--- config.mk ---
export PLATFORM = sky130hd
export DESIGN_NAME = sram_axi_arbiter
export DESIGN_NICKNAME = d
export VERILOG_FILES = /design/src/rtl/sram_axi_arbiter.sv
export SDC_FILE = /design/constraint.sdc
export NUM_CORES = 1
export LEC_CHECK = 0
export ABC_AREA = 1
export CORE_AREA = 2 2 167 169
export CTS_CLUSTER_DIAMETER = 150
export DETAILED_ROUTE_END_ITERATION = 6
export DIE_AREA = 0 0 169 171
export GPL_TIMING_DRIVEN = 0
export PLACE_DENSITY = 0.63
export SYNTH_ARGS = -nofsm -noshare
export SYNTH_HDL_FRONTEND = slang
export SYNTH_SLANG_ARGS = --single-unit
--- constraint.sdc ---
create_clock -name clk -period 1.77 [get_ports clk]
set_input_delay 0.354 -clock clk [delete_from_list [all_inputs] [get_ports clk]]
set_output_delay 0.354 -clock clk [all_outputs]
set_load 0.05 [all_outputs]
--- src/rtl/sram_axi_arbiter.sv ---
// sram_axi_arbiter: bridges the inst/data SRAM-like ports onto one AXI3 master with single-beat transfers.
module sram_axi_arbiter #(
    parameter int DATA_PRIO = 1
) (
    input  logic        clk,
    input  logic        resetn,
    input  logic        inst_sram_req,
    input  logic        inst_sram_wr,
    input  logic [1:0]  inst_sram_size,
    input  logic [3:0]  inst_sram_wstrb,
    input  logic [31:0] inst_sram_addr,
    input  logic [31:0] inst_sram_wdata,
    output logic        inst_sram_addr_ok,
    output logic        inst_sram_data_ok,
    output logic [31:0] inst_sram_rdata,
    input  logic        data_sram_req,
    input  logic        data_sram_wr,
    input  logic [1:0]  data_sram_size,
    input  logic [3:0]  data_sram_wstrb,
    input  logic [31:0] data_sram_addr,
    input  logic [31:0] data_sram_wdata,
    output logic        data_sram_addr_ok,
    output logic        data_sram_data_ok,
    output logic [31:0] data_sram_rdata,
    output logic [3:0]  arid,
    output logic [31:0] araddr,
    output logic [7:0]  arlen,
    output logic [2:0]  arsize,
    output logic [1:0]  arburst,
    output logic [1:0]  arlock,
    output logic [3:0]  arcache,
    output logic [2:0]  arprot,
    output logic        arvalid,
    input  logic        arready,
    input  logic [3:0]  rid,
    input  logic [31:0] rdata,
    input  logic [1:0]  rresp,
    input  logic        rlast,
    input  logic        rvalid,
    output logic        rready,
    output logic [3:0]  awid,
    output logic [31:0] awaddr,
    output logic [7:0]  awlen,
    output logic [2:0]  awsize,
    output logic [1:0]  awburst,
    output logic [1:0]  awlock,
    output logic [3:0]  awcache,
    output logic [2:0]  awprot,
    output logic        awvalid,
    input  logic        awready,
    output logic [3:0]  wid,
    output logic [31:0] wdata,
    output logic [3:0]  wstrb,
    output logic        wlast,
    output logic        wvalid,
    input  logic        wready,
    input  logic [1:0]  bid,
    input  logic [1:0]  bresp,
    input  logic        bvalid,
    output logic        bready
);
    typedef enum logic [1:0] {R_IDLE, R_AR, R_R} r_state_t;
    typedef enum logic [1:0] {W_IDLE, W_SEND, W_B} w_state_t;

    r_state_t    r_state, r_next;
    w_state_t    w_state, w_next;
    logic        r_id;
    logic [31:0] ar_addr, aw_addr, w_data_q;
    logic [2:0]  ar_size, aw_size;
    logic [3:0]  w_strb_q;
    logic        aw_done, w_done;
    logic        data_rd_cand, grant_inst, grant_data, w_accept, r_hit;

    assign data_rd_cand = data_sram_req & ~data_sram_wr & (w_state == W_IDLE);
    assign grant_data   = (r_state == R_IDLE) & data_rd_cand & ((DATA_PRIO != 0) | ~inst_sram_req);
    assign grant_inst   = (r_state == R_IDLE) & inst_sram_req & ((DATA_PRIO == 0) | ~data_rd_cand);
    // a write may start while an inst read is in flight, never alongside a data read
    assign w_accept     = (w_state == W_IDLE) & data_sram_req & data_sram_wr & ((r_state == R_IDLE) | ~r_id);
    assign r_hit        = (r_state == R_R) & rvalid & (rid == {3'b0, r_id});

    assign inst_sram_addr_ok = grant_inst;
    assign data_sram_addr_ok = grant_data | w_accept;
    assign inst_sram_data_ok = r_hit & ~r_id;
    assign data_sram_data_ok = (r_hit & r_id) | ((w_state == W_B) & bvalid);
    assign inst_sram_rdata   = (r_hit & ~r_id) ? rdata : 32'd0;
    assign data_sram_rdata   = (r_hit & r_id) ? rdata : 32'd0;

    assign arid    = {3'b0, r_id};
    assign araddr  = ar_addr;
    assign arsize  = ar_size;
    assign arvalid = r_state == R_AR;
    assign rready  = r_state == R_R;
    assign awaddr  = aw_addr;
    assign awsize  = aw_size;
    assign awvalid = (w_state == W_SEND) & ~aw_done;
    assign wdata   = w_data_q;
    assign wstrb   = w_strb_q;
    assign wvalid  = (w_state == W_SEND) & ~w_done;
    assign bready  = w_state == W_B;

    assign arlen   = 8'd0;
    assign arburst = 2'b01;
    assign arlock  = 2'd0;
    assign arcache = 4'd0;
    assign arprot  = 3'd0;
    assign awid    = 4'd1;
    assign awlen   = 8'd0;
    assign awburst = 2'b01;
    assign awlock  = 2'd0;
    assign awcache = 4'd0;
    assign awprot  = 3'd0;
    assign wid     = 4'd1;
    assign wlast   = 1'b1;

    always_comb begin
        r_next = r_state;
        w_next = w_state;
        r_next = (r_state == R_IDLE) ? ((grant_inst | grant_data) ? R_AR : R_IDLE) :
                 (r_state == R_AR)   ? (arready ? R_R : R_AR) :
                                       (r_hit ? R_IDLE : R_R);
        w_next = (w_state == W_IDLE) ? (w_accept ? W_SEND : W_IDLE) :
                 (w_state == W_SEND) ? (((aw_done | awready) & (w_done | wready)) ? W_B : W_SEND) :
                                       (bvalid ? W_IDLE : W_B);
    end

    always_ff @(posedge clk) begin
        if (!resetn) begin
            r_state  <= R_IDLE;
            w_state  <= W_IDLE;
            r_id     <= 1'b0;
            ar_addr  <= 32'd0;
            ar_size  <= 3'd0;
            aw_addr  <= 32'd0;
            aw_size  <= 3'd0;
            w_strb_q <= 4'd0;
            w_data_q <= 32'd0;
            aw_done  <= 1'b0;
            w_done   <= 1'b0;
        end else begin
            r_state <= r_next;
            w_state <= w_next;
            if (grant_inst | grant_data) begin
                r_id    <= grant_data;
                ar_addr <= grant_data ? data_sram_addr : inst_sram_addr;
                ar_size <= {1'b0, grant_data ? data_sram_size : inst_sram_size};
            end
            if (w_accept) begin
                aw_addr  <= data_sram_addr;
                aw_size  <= {1'b0, data_sram_size};
                w_strb_q <= data_sram_wstrb;
                w_data_q <= data_sram_wdata;
                aw_done  <= 1'b0;
                w_done   <= 1'b0;
            end else begin
                if (awvalid & awready) aw_done <= 1'b1;
                if (wvalid & wready) w_done <= 1'b1;
            end
        end
    end
endmodule

# Word level (Yosys, flattened, before mapping)
# Cells that the tools add are included.
# Widths: inputs -> output; s select.
# op_classes
addsub,0
multipliers,0
n_div,0
n_lt_le_gt_ge,0
eq_ne,5
shift,0
n_mux,14
bitwise,30
reduce_logical,3
# op_table
operator,count
$mux 32,3
$and 1x1->1,18
$mux 2,9
$not 1->1,6
$or 1x1->1,6
$eq 2x1->1 const B,2
$eq 2x2->1 const B,2
$eq 4x1->1,1
$logic_not 2->1,2
$mux 1,2
$reduce_or 2->1,1
# totals
regBits,111
latchBits,0
mem_bits_rw,0
romBits,0
elab_cells,63
mem_count,0

# Logic depth before layout (Yosys ltp)
# Gate-level depths: netlist (run 1).
# depth
word_depth,8
depth_mapped,8
ltp_nobuf,7

# Worst setup path before layout (run 1)
# No wires, ideal clock.
# synth_path
path_kind,reg-to-output
from,reg r_state[1]
to,out data_sram_rdata[22]
arrival_ps,2102
required_time_ps,1416
slack_ps,-686
stages_incl_launch_ff,6
n_path_buf,1
cell_sequence,dfxtp_1 inv_2 nor2_2 nand4_1 clkbuf_1 nor2_1
# synth_between
elab_chain_cells,5
# synth_lines
element,line_no,rtl
start: declaration,65,"r_state_t r_state, r_next;"
start signal: assignment,140,r_state <= r_next;
$eq 2x2->1,-,
via rready,40,"output logic rready,"
$and 1x1->1 (2 in series),79,"assign r_hit = (r_state == R_R) & rvalid & (rid == {3'b0, r_id});"
$and 1x1->1,86,assign data_sram_rdata = (r_hit & r_id) ? rdata : 32'd0;
$mux 32,86,
end: declaration,24,"output logic [31:0] data_sram_rdata,"
# The timed path passes the listed nets, and every way through them passes these cells.

# Final worst setup path (run 1)
# layout_path
from,reg r_state[1]
to,out inst_sram_rdata[24]
# layout_between
elab_chain_cells,5
# layout_lines
element,line_no,rtl
$eq 2x2->1,79,
$and 1x1->1 (2 in series),79,
$and 1x1->1,85,assign inst_sram_rdata = (r_hit & ~r_id) ? rdata : 32'd0;
$mux 32,85,
end: declaration,15,"output logic [31:0] inst_sram_rdata,"
# No other way between the ends.

==> results.ini, run 1 <==
[pwr]
pwr_density_cell_nw_per_um2 = 757.6
fin_total_pwr_mw = 8.386
p_leak_nw = 5.490
ir_drop_uv = 474.7

[placed_design]
dpl_worst_slack_ps = -1650
gp_congestion = 0.8077
hpwl_mm = 20.03
port_buffers = 325

[run_status]
violations = negative setup slack
status = finished with violations

[worst_setup_path]
crit_path_start_kind = flip-flop
worstPathArrival_ps = 1640
crit_fanout = 9
cp-end-kind = output port
cp.required_ps = 1420
rr_worst_depth = 9
r2r_slack_ps = 80
path_class = reg2out

[sta]
drv_slew = 0
fmax_mhz = 502.0
setup_viol = 68
fin_crit_ps = 1992
rsz0062_at_grt = yes
fin_crit_sh_pct = 112.6
fin_ws_ps = -222.2
maxSlewHeadroom_pct = 56.62
tightest_slew_ps = 653.3
hold_viol = 0
fin_skew_ps = 13.77

[flow_run]
max_cap_violations = 0

[yosys]
synth_edf_count = 0
synth_seq_area_share_pct = 38.33
synth_area_leaders = dfxtp_1 38%, nor2_1 16%, nand2_1 7.5%, inv_1 7.4%, buf_4 7.0%
synth_cells = 898
synthMuxAreaShare_pct = 0
yosysMostFrequentCell = nor2_1
synth_top_family_by_area = simple AND/OR/NAND/NOR gates
synth-simple-area-share_pct = 36.02
synthAdderAreaFrac_pct = 0
synth_ff_type = dfxtp_1
syn_area_per_cell_sq_um = 6.457
synth_compound_area_share_pct = 6.819
synth_top_area_share_pct = 38.33
ys_ff_latch = 111
syn_area_sq_um = 5798
synth_largest_area_cell = dfxtp_1
ys_types = 21
yosys_warnings = 0
async_reset_ff_share_pct = 0
synth_xor_area_share_pct = 0
synth_common_cells = 247 x nor2_1, 116 x nand2_1, 114 x inv_1

[clocking]
cts.path.max_buffers = 2
cts_buffers = 9
hold_buffers = 0
ctsRootBufferMaster = clkbuf_16
insertion_delay_ps = 360
h-tree-depth = 3
cts.clk_slew.worst_paths_ps = 80
cts_tree = yes
cts.sinks = 111

[die]
die_h_microns = 171
num_io_pins = 424
core_area_sq_um = 27320
start_util_pct = 21.22
fp.dieW_microns = 169
row_count = 61
die_area_sq_um = 28900

[route]
wl_mm = 26.12
vias = 6853
viasPerCell = 4.136
wl_per_cell_microns = 15.76
drc = 0
antenna_left = 0
drtIter0Drc = 294
first_pass_iters = 6

[cells_and_area]
fin_nets = 1499
regArea_sq_um = 2231
areaGrowthSynthToFinish_pct = 90.89
fillerInstances = 2797
multi_input_area_sq_um = 3247
drive_above_1_share_pct = 22.52

[grt]
antenna_found_initial = 1
grt_pass1_wl_mm = 37.78
grt_usage_pct = 17.37
grt_max_degree = 22
grt.overflow.total = 0
first_global_vias = 6343

[hold_path]
worst_hold_path_type = reg2reg
hold_depth = 2

==> timing repair <==
item,4_1_cts,5_1_grt
pin swaps,21,4
gates resized for setup,683,47
endpoints found under the setup margin,287,143
buffers inserted,17,2
cloned,5,1
==> final timing paths <==
kind,to,start
worst min register to register,awaddr[2],awaddr[2]
worst max-delay path,inst_sram_rdata[24],r_state[1]
worst min-delay path,awaddr[2],awaddr[2]
worst max register to register,awaddr[28],w_state[0]
==> state kept, by name (all words and copies together), names as in the netlist <==
signal / cells
r_state: 2
awsize: 2
wstrb: 4
wdata: 32
r_id: 1
w_done: 1
w_state: 2
arsize: 2
araddr: 32
aw_done: 1
awaddr: 32
==> area by class of cell <==
cell class | count | share of cell area, %
repair buffers | 350 | 32.36
clock inverters | 7 | 0.6557
inverters | 116 | 4.036
clock buffers | 9 | 2.035
plain buffers | 108 | 7.484
flip-flops and latches | 111 | 20.16
multi-input cells | 609 | 29.34
diodes | 1 | 0.02261
well taps | 346 | 3.911
==> report_power, final <==
| part | switching, mW | internal [mW] |
|---|---|---|
| registers | 0.136 | 2.76 |
| logic | 2.28 | 1.10 |
| clock network | 1.11 | 1.01 |
==> per-stage QoR <==
stage / utilization, % / setup TNS (ps) / hold WS, ps / std cells / area [sq um]
global placement: 37.27 / -177820 / 462.4 / 1619 / 10180
finish: 40.51 / -10870 / 479.2 / 1657 / 11070
global route: 40.50 / -16800 / 494.6 / 1656 / 11070
CTS: 40.11 / -12420 / 472.4 / 1655 / 10960
detailed placement: 37.27 / -178160 / 469.0 / 1619 / 10180
floorplan: - / -11750 / 494.4 / 948 / 6496
==> critical path, stage by stage (launching register included) <==
cell       delay (ps)
dfxtp_4           390
inv_4              40
nor2_4             90
nand4_1           120
buf_6             180
clkbuf_16         180
nor2_4            130
buf_8             160
==> layout by cell type, fill, tap and decap left out, drive strengths merged <==
cell type / n
clkdlybuf4s50: 140
clkbuf: 54
dlygate4sd2: 109
diode: 1
clkinv: 1
clkinvlp: 2
nand4: 36
o21ai: 73
clkdlybuf4s15: 3
nand3b: 35
conb: 52
inv: 120
nand2: 116
a21oi: 6
dfxtp: 111
nor3: 2
nand3: 36
and3: 2
buf: 161
nor2: 251
==> routing by layer <==
metal / global-route usage (%) / share of wire, % / vias up / wire, microns
li1: - / - / 3481 / -
met1: 19.38 / 39 / 3087 / 10210
met2: 32.48 / 51 / 265 / 13370
met3: 4.719 / 8.0 / 20 / 2077
met4: 4.571 / 1.7 / 0 / 448
met5: 0 / 0 / - / 0
==> cells by family after synthesis <==
group	Yosys count
other cells	2
simple gates	478
compound gates	79
flops	111
buf+inv	228
Power figures use the tool's default switching activity.
==> run 2, diff against run 1 <==
--- a/config.mk
+++ b/config.mk
@@ -12,6 +12,7 @@
 export DIE_AREA = 0 0 169 171
 export GPL_TIMING_DRIVEN = 0
 export PLACE_DENSITY = 0.63
+export SKIP_LAST_GASP = 1
 export SYNTH_ARGS = -nofsm -noshare
 export SYNTH_HDL_FRONTEND = slang
 export SYNTH_SLANG_ARGS = --single-unit
==> run 2 against run 1 <==
- critical endpoint unchanged
- power shrank 0.25%
- the flow still finishes with violations (negative setup slack)
- clock skew up 1.2 ps
- sequential share of layout area about the same
- largest power group unchanged
==> results.ini, run 2 (synthesized netlist as in run 1, its figures left out) <==
[worst_setup_path]
crit_top_cell = nor2_4
regToRegEndpoint = wdata[24]
crit_end = inst_sram_rdata[24]
startpoint = r_state[1]
worstPathArrival_ps = 1640
critical_path_depth = 7
cp.required_ps = 1420
crit_path_start_kind = flip-flop
crit_fanout = 9
path_cells = inv_4, nor2_4, nand4_1, buf_6, clkbuf_16, nor2_4, buf_8
crit_slowest_cell = dfxtp_4
cp_top_family = buffers and inverters
rr_startpoint = w_state[0]
path_class = reg2out
r2r_slack_ps = 150
path_buf_inv = 4
cp-end-kind = output port
max_stage_delay_ps = 390
rr_worst_depth = 8

[cells_and_area]
final_common_cell = nor2_1
mostFrequentLayoutCells = 179 x nor2_1, 140 x clkdlybuf4s50_1, 112 x inv_1, 111 x nand2_1, 109 x dlygate4sd2_1
fin_cells = 1656
multi_input_area_sq_um = 3239
fin_util_pct = 40.42
fin_nets = 1498
areaGrowthSynthToFinish_pct = 90.48
fillerInstances = 2801
final_cell_area_sq_um = 11040
drive_above_1_share_pct = 22.38
regArea_sq_um = 2231

[sta]
rsz0062_at_grt = yes
tns_ps = -10760
maxSlewHeadroom_pct = 55.76
holdWs_ps = 479.5
hold_viol = 0
tightest_slew_ps = 663.6
fmax_mhz = 502.5
fin_crit_sh_pct = 112.4
fin_crit_ps = 1990
fin_ws_ps = -220.2
drv_slew = 0
fin_skew_ps = 14.95
setup_viol = 68

[route]
vias = 6828
wl_per_cell_microns = 15.74
drc = 0
drtIter0Drc = 294
viasPerCell = 4.123
first_pass_iters = 5
antenna_left = 0
wl_mm = 26.07

[clocking]
insertion_delay_ps = 360
cts.clk_slew.worst_paths_ps = 80
ctsRootBufferMaster = clkbuf_16
h-tree-depth = 3
cts.path.max_buffers = 2
cts_tree = yes
cts_buffers = 9
cts.sinks = 111

[die]
row_count = 61
start_util_pct = 21.22
core_area_sq_um = 27320
fp.dieW_microns = 169
die_area_sq_um = 28900
die_h_microns = 171
num_io_pins = 424

[placed_design]
dpl-instance-area_sq_um = 10180
hpwl_mm = 20.03
dp_cells = 1619
gp_congestion = 0.8077
port_buffers = 325

[run_status]
status = finished with violations
violations = negative setup slack

[pwr]
ir_drop_uv = 470.9
p_leak_nw = 5.482
pwr_density_cell_nw_per_um2 = 757.4

[grt]
grt_max_degree = 22
first_global_vias = 6334
antenna_found_initial = 1
grt_pass1_wl_mm = 37.77
grt.overflow.total = 0
grt_usage_pct = 17.36

[hold_path]
hp-start = awaddr[2]
worst_hold_path_type = reg2reg

[flow_run]
max_cap_violations = 0

## run 2: worst reg2reg max path, delay by kind of cell (launching register included)
kind,cells,cell delay (ps)
AO/OA/AOI/OAI,1,270
flip-flops,1,360
buffers and inverters,3,500
AND/OR/NAND/NOR,4,390
## run 2: metrics by stage
stage / total power, mW / setup WS (ps)
CTS: 8.476 / -242.4
finish: 8.365 / -220.2
global placement: 6.369 / -1647
detailed placement: 6.392 / -1650
floorplan: 5.150 / -239.8
global route: 8.853 / -290.5
## run 2: repair_timing
| action | in CTS | in global routing |
|---|---|---|
| hold buffers | 0 | 0 |
| setup buffers | 17 | 0 |
| pin swaps | 20 | 4 |
| cloned | 5 | 1 |
| endpoints found under the setup margin | 287 | 160 |
| gates resized for setup | 677 | 52 |
## run 2: cell type report
type | count | area share (%)
clock buffer | 9 | 2.039
sequential | 111 | 20.20
multi-input combinational | 609 | 29.33
buffer | 109 | 7.522
clock inverter | 7 | 0.6571
inverter | 116 | 4.044
timing repair buffer | 348 | 32.26
tap | 346 | 3.920
antenna | 1 | 0.02266
## run 2: per-layer routing
metal / share of wire, % / global-route usage [%] / wire [microns]
met1: 40 / 19.40 / 10300
met2: 51 / 32.45 / 13300
met3: 7.9 / 4.719 / 2064
met4: 1.5 / 4.571 / 400
met5: 0 / 0 / 0
## run 2: report_power, final
| part | switching [mW] | total, mW | internal, mW |
|---|---|---|---|
| Sequential | 0.136 | 2.89 | 2.76 |
| Combinational | 2.27 | 3.36 | 1.09 |
| Clock | 1.10 | 2.11 | 1.01 |
## run 2: worst min-delay path by stage
stage	cells past startpoint	end	slack, ps
final	2	awaddr[2]	480
after CTS	5	r_state[1]	470
after detailed placement	2	awaddr[2]	470
after floorplan	2	r_id	490
after global placement	2	awaddr[15]	460
after global routing	5	r_state[1]	490
